$ cat src/rtl/fp32_pkg.sv
// FP32 field layout, flag encoding and shared types for the divider result path.
// Latency: n/a (types and constants only).
// Backpressure: n/a.
package fp32_pkg;

    // IEEE-754 single-precision field boundaries.
    localparam int EXP_MSB  = 30;
    localparam int EXP_LSB  = 23;
    localparam int FRAC_MSB = 22;
    localparam logic [EXP_MSB-EXP_LSB:0] EXP_MAX = 8'hFF;

    // Bit positions inside the 4-bit classification flags.
    localparam int FLAG_NAN  = 3;
    localparam int FLAG_INF  = 2;
    localparam int FLAG_ZERO = 1;
    localparam int FLAG_SIGN = 0;

    typedef struct packed {
        logic                     sign;
        logic [EXP_MSB-EXP_LSB:0] exp;
        logic [FRAC_MSB:0]        frac;
    } fp32_t;

    typedef logic [3:0] flags_t;

endpackage

$ cat src/rtl/fp32_classify.sv
// Classifies an FP32 word into {nan, inf, zero, sign} flags.
// Latency: purely combinational, zero cycles.
// Backpressure: none; output follows input every cycle.
//
// Ports:
//   in_word  FP32 word {sign, exp, frac}
//   flags    {nan, inf, zero, sign} at FLAG_* positions
module fp32_classify
    import fp32_pkg::*;
(
    input  fp32_t  in_word,
    output flags_t flags
);

    logic exp_max;
    logic frac_nz;

    always_comb begin
        exp_max = (in_word.exp == EXP_MAX);
        frac_nz = |in_word.frac;

        flags            = '0;
        flags[FLAG_NAN]  = exp_max && frac_nz;
        flags[FLAG_INF]  = exp_max && !frac_nz;
        // The divider never emits subnormals, so any word with a zero
        // exponent is reported as zero regardless of its fraction.
        flags[FLAG_ZERO] = (in_word.exp == '0);
        flags[FLAG_SIGN] = in_word.sign;
    end

endmodule

$ cat src/rtl/fp_div_result_fifo.sv
// Captures divider results, tags them with class flags and buffers them in a small FIFO.
// Latency: one cycle from push into an empty FIFO to out_valid; no bypass.
// Backpressure: in_ready drops when full, derived from registered occupancy only.
//
// Ports:
//   clk, rst_n                 clock and synchronous active-low reset
//   in_valid/in_data/in_ready  divider result input handshake
//   out_valid/out_data/
//   out_flags/out_ready        head-of-FIFO output handshake (data/flags zero when empty)
//   count                      occupancy 0..DEPTH
//   nan_cnt/nan_cnt_clr        saturating count of NaN words accepted, and its clear
module fp_div_result_fifo
    import fp32_pkg::*;
#(
    parameter int DATA_WIDTH = 32,  // only 32 is meaningful: words are FP32
    parameter int DEPTH      = 4,   // power of two, >= 2
    parameter int CNT_WIDTH  = 8
) (
    input  logic                     clk,
    input  logic                     rst_n,
    input  logic                     in_valid,
    input  logic [DATA_WIDTH-1:0]    in_data,
    output logic                     in_ready,
    output logic                     out_valid,
    output logic [DATA_WIDTH-1:0]    out_data,
    output logic [3:0]               out_flags,
    input  logic                     out_ready,
    output logic [$clog2(DEPTH):0]   count,
    output logic [CNT_WIDTH-1:0]     nan_cnt,
    input  logic                     nan_cnt_clr
);

    localparam int PTR_W = $clog2(DEPTH);
    localparam int OCC_W = PTR_W + 1;
    localparam logic [OCC_W-1:0]     OCC_FULL = OCC_W'(DEPTH);
    localparam logic [CNT_WIDTH-1:0] NAN_MAX  = {CNT_WIDTH{1'b1}};

    typedef struct packed {
        flags_t                flags;
        logic [DATA_WIDTH-1:0] data;
    } entry_t;

    entry_t                 mem_q [DEPTH];
    entry_t                 mem_d [DEPTH];
    logic [PTR_W-1:0]       wr_ptr_q, wr_ptr_d;
    logic [PTR_W-1:0]       rd_ptr_q, rd_ptr_d;
    logic [OCC_W-1:0]       count_q, count_d;
    logic [CNT_WIDTH-1:0]   nan_cnt_q, nan_cnt_d;

    fp32_t                  in_word;
    flags_t                 in_flags;
    logic                   push;
    logic                   pop;

    assign in_word = fp32_t'(in_data);

    fp32_classify u_classify (
        .in_word (in_word),
        .flags   (in_flags)
    );

    // Handshake outputs depend only on registered occupancy, so out_ready
    // never reaches in_ready combinationally.
    assign in_ready  = (count_q != OCC_FULL);
    assign out_valid = (count_q != '0);
    assign out_data  = out_valid ? mem_q[rd_ptr_q].data  : '0;
    assign out_flags = out_valid ? mem_q[rd_ptr_q].flags : '0;
    assign count     = count_q;
    assign nan_cnt   = nan_cnt_q;

    always_comb begin
        push      = in_valid && in_ready;
        pop       = out_valid && out_ready;
        mem_d     = mem_q;
        wr_ptr_d  = wr_ptr_q;
        rd_ptr_d  = rd_ptr_q;
        count_d   = count_q;
        nan_cnt_d = nan_cnt_q;

        if (push) begin
            mem_d[wr_ptr_q] = '{flags: in_flags, data: in_data};
            // DEPTH is a power of two, so natural overflow wraps the pointer.
            wr_ptr_d = wr_ptr_q + PTR_W'(1);
        end
        if (pop) begin
            rd_ptr_d = rd_ptr_q + PTR_W'(1);
        end

        case ({push, pop})
            2'b10:   count_d = count_q + OCC_W'(1);
            2'b01:   count_d = count_q - OCC_W'(1);
            default: count_d = count_q;
        endcase

        // Clear takes priority over a same-cycle NaN push.
        if (nan_cnt_clr) begin
            nan_cnt_d = '0;
        end else if (push && in_flags[FLAG_NAN] && (nan_cnt_q != NAN_MAX)) begin
            nan_cnt_d = nan_cnt_q + CNT_WIDTH'(1);
        end
    end

    always_ff @(posedge clk) begin
        if (!rst_n) begin
            for (int i = 0; i < DEPTH; i++) begin
                mem_q[i] <= '0;
            end
            wr_ptr_q  <= '0;
            rd_ptr_q  <= '0;
            count_q   <= '0;
            nan_cnt_q <= '0;
        end else begin
            mem_q     <= mem_d;
            wr_ptr_q  <= wr_ptr_d;
            rd_ptr_q  <= rd_ptr_d;
            count_q   <= count_d;
            nan_cnt_q <= nan_cnt_d;
        end
    end

endmodule

$ cat config.mk
export PLATFORM = sky130hd
export DESIGN_NAME = fp_div_result_fifo
export DESIGN_NICKNAME = d
export VERILOG_FILES = /design/src/rtl/fp32_pkg.sv /design/src/rtl/fp32_classify.sv /design/src/rtl/fp_div_result_fifo.sv
export SDC_FILE = /design/constraint.sdc
export NUM_CORES = 1
export LEC_CHECK = 0
export ABC_AREA = 1
export CELL_PAD_IN_SITES_DETAIL_PLACEMENT = 2
export CELL_PAD_IN_SITES_GLOBAL_PLACEMENT = 2
export CORE_MARGIN = 2
export CORE_UTILIZATION = 31
export CTS_CLUSTER_SIZE = 16
export DETAILED_ROUTE_END_ITERATION = 8
export GPL_ROUTABILITY_DRIVEN = 0
export PLACE_DENSITY_LB_ADDON = 0.1
export SKIP_CTS_REPAIR_TIMING = 1
export SLEW_MARGIN = 20
export SYNTH_ARGS = -nofsm -noshare
export SYNTH_HDL_FRONTEND = slang
export SYNTH_HIERARCHICAL = 1
export SYNTH_SLANG_ARGS = --single-unit
$ cat constraint.sdc
create_clock -name clk -period 2 [get_ports clk]
set_input_delay 0.2 -clock clk [delete_from_list [all_inputs] [get_ports clk]]
set_output_delay 0.2 -clock clk [all_outputs]
set_load 0.1 [all_outputs]
==> summary.md <==
| Metric | Value |
|---|---|
| Top-count cell post-synth | `a21oi_1` |
| Setup TNS | `-0.3099 ns` |
| Synth Area in Compound Gates | `18.50%` |
| Die area | `25190 µm²` |
| Sink Count | `159` |
| # rows | `56` |
| Post-DP HPWL | `18560 µm` |
| Vias in the first global route | `8696` |
| Ant diodes | `0` |
| Crit end category | `output pin` |
| Post-Layout Inst Area | `11020 µm²` |
| Largest net degree at the start of global routing | `83` |
| CTS HTree Levels | `4` |
| Clk buf depth | `2` |
| Max Cap Viol | `0` |
| Status | `finished, violations left` |
| Hold wc startpoint | `out_ready` |
| Hold Path Sink | `rd_ptr_q[0]` |
| Sequential power share | `23.2%` |
| Yosys top cell area share | `42.89%` |
| Mapped Avg Cell Area | `6.827 µm²` |
| CTS tree | `built` |
| Fin crit share | `102.5%` |
| CP Launch Type | `register` |
| Slew margin rel. | `65.50%` |
| Post-layout util | `46.96%` |
| Leak Pwr | `3.788 nW` |
| Total GRT Usage | `23.65%` |
| Vias/cell | `5.383` |
| Sequential cell area fraction in the yosys report | `42.89%` |
| Clock share of power | `21.6%` |
| Residual DRC count | `0` |
| Fin cells | `1528` |
| CTS buffer count | `17` |
| Iteration-0 DRC Markers | `375` |
| Antenna-violating nets left | `0` |
| Power Dens Cells | `1410 nW/µm²` |
| Synth cell types | `25` |
| Die height | `158.7 µm` |
| PortBufs | `85` |
| Worst path cell trace | `buf_8, buf_6, nor2_1, nor2_1, o21ai_2, a21oi_4, buf_12` |
| Arrival @ worst endpoint | `1.85 ns` |
| Seq cells post-synth | `159` |
| Cells after Synth | `1087` |
| RSZ-0062 raised after global routing | `yes` |
| Sw Ratio | `47.02%` |
| Hold Vio Cnt, Final | `0` |
| Area leader, netlist | `dfxtp_1` |
| Hold depth | `3` |
| Worst R2R Setup Slack | `0.09 ns` |
| Area Growth Syn to Fin | `48.52%` |
| Largest family of logic cells by synthesized area | `simple AND/OR/NAND/NOR gates` |
| Ys async rst share | `0%` |
| Max-slew violations | `0` |
| Most used DFF post-synth | `dfxtp_1` |
| Initial core utilization | `31.62%` |
| Max VDD drop | `1112 µV` |
| Clk root buf | `clkbuf_16` |
| Combinational power share | `55.3%` |
| Post-synth EDFFs | `0` |
| Antenna violations before repair | `0` |
| CP bufs+invs | `3` |
| Clock transition at path regs | `0.06 ns` |
| Die X | `158.7 µm` |
| Yosys Warn Count | `6` |
| Grt ovf | `0` |
| Total iterations of the first detailed-routing run | `4` |
| DR WL/cell | `21.23 µm` |
| Final #Nets | `1240` |
| Crit path time final | `2.049 ns` |
| IO Pins | `86` |
| Share of layout cells above drive strength 1 | `26.14%` |
| CP max stage cell | `dfxtp_4` |
| Routed Wire Length | `32430 µm` |
| Crit. Startpoint | `rd_ptr_q[0]` |
| Placed cells | `1477` |
| R2R depth | `8` |
| Synth area leaders | `dfxtp_1 43%, a21oi_1 13%, nand3_1 10%, nand2_1 9.4%, nor2_1 9.2%` |
| Final setup margin | `-0.04942 ns` |
| Vias | `8225` |
| Netlist area before placement | `7421 µm²` |
| Critical Path Most Common Cell | `nor2_1` |
| Worst EP required | `1.80 ns` |
| Clk_skew | `0.01688 ns` |
| Synth Area in XOR/XNOR | `0.3541%` |
| Clk_lat worst skew | `0.44 ns` |
| Placed cell area | `9812 µm²` |
| Synth Area in Adders | `1.281%` |
| # setup viols final | `15` |
| Core area | `23470 µm²` |
| Path type of the worst min-delay path | `primary input to register` |
| Kind of critical path | `register to output pin` |
| First-pass GRT wire length | `47800 µm` |
| P_sw | `0.007307 W` |
| F_max | `487.9 MHz` |
| Failing checks | `negative setup slack` |
| CP max FO | `5` |
| Synth Net Count | `1131` |
| Post-synthesis mux area share | `0%` |
| Reg2reg start | `count[0]` |
| Worst-margin pin slew | `0.5175 ns` |
| CP top delay family | `buffers and inverters` |
| FF-to-FF End | `mem_q[131]` |
| Top cells by count, synth | `190 x a21oi_1, 185 x nand2_1, 181 x nor2_1` |
| Delay of the slowest cell on the worst path | `0.41 ns` |
| Internal power | `0.008234 W` |
| Simple-gate share of the synthesized area | `29.91%` |
[cells in the final DEF, fill, tap and decap left out, types with 3 or more instances in the layout]
cell	synthesis	final
a21oi_1	190	152
a21oi_2	0	4
a21oi_4	0	34
buf_12	0	52
buf_4	8	75
buf_6	1	6
buf_8	0	3
clkbuf_16	0	22
clkdlybuf4s50_1	0	36
clkinvlp_4	0	5
dfxtp_1	159	152
dfxtp_2	0	3
dfxtp_4	0	4
ha_1	6	4
inv_1	26	22
inv_2	2	3
nand2_1	185	180
nand2_4	4	5
nand3_1	148	148
nand4_1	4	4
nor2_1	181	147
nor2_2	1	31
nor2_4	0	4
nor3_1	3	3
o21ai_0	82	11
o21ai_1	0	29
o21ai_2	0	40
[worst register-to-register path: stages (launching register included)]
cell and delay, ns:
dfxtp_4 0.36, nor2_4 0.25, buf_4 0.16, buf_4 0.10, a21boi_4 0.06, buf_12 0.16
nand2_4 0.40, nand2_1 0.16, a21oi_1 0.17
[kinds of logic after synthesis]
logic type      count (synthesis)
simple gates                  528
compound gates                273
flops                         159
buf+inv                       117
fa+ha+maj                       7
xor+xnor                        3
[power groups by stage]
stage	Combinational (W)	Clock (W)	Sequential (W)
after CTS	0.00761	0.00339	0.00357
final	0.00859	0.00335	0.00360
after global routing	0.00899	0.00352	0.00363
after detailed placement	0.00757	0	0.00364
after global placement	0.00748	0	0.00362
after floorplan	0.00477	0	0.00374
[metrics by stage]
stage / power, W / hold WS, ns / setup slack, ns
3_3_place_gp: 0.01110 / 0.4437 / -0.2194
3_5_place_dp: 0.01120 / 0.4534 / -0.2618
2_1_floorplan: 0.008507 / 0.3284 / -0.08272
6_report: 0.01554 / 0.4438 / -0.04942
4_1_cts: 0.01457 / 0.4366 / -0.1775
5_1_grt: 0.01613 / 0.4705 / -0.08836
[how the worst max path moves through the flow]
stage	end	slack (ns)	cells past startpoint
CTS	out_data[6]	-0.18	5
global route	out_data[27]	-0.09	7
global placement	nan_cnt[1]	-0.22	12
detailed placement	nan_cnt[3]	-0.26	13
finish	out_data[27]	-0.05	7
floorplan	count[2]	-0.08	10
[state kept, by name, summed over array words and instances (netlist names)]
name      cells
count         3
nan_cnt       8
rd_ptr_q      2
mem_q       144
wr_ptr_q      2
[metal layers]
| layer | vias up | routed length, µm | global-route usage [%] |
|---|---|---|---|
| met2 | 132 | 16020 | 42.10 |
| met1 | 4197 | 14860 | 30.05 |
| met4 | 0 | 587 | 6.380 |
| met3 | 43 | 966 | 2.952 |
| met5 | - | 0 | 0 |
| li1 | 3853 | - | - |
[final cells by class]
class,instances,area [µm²]
Fill cell,2552,12450
Multi-Input combinational cell,811,4462
Sequential cell,159,3202
Timing Repair Buffer,178,2230
Clock buffer,20,456.7
Tap cell,319,399.1
Inverter,29,138.9
Clock inverter,12,133.9
Note: power is estimated with default switching activity, not from simulation.
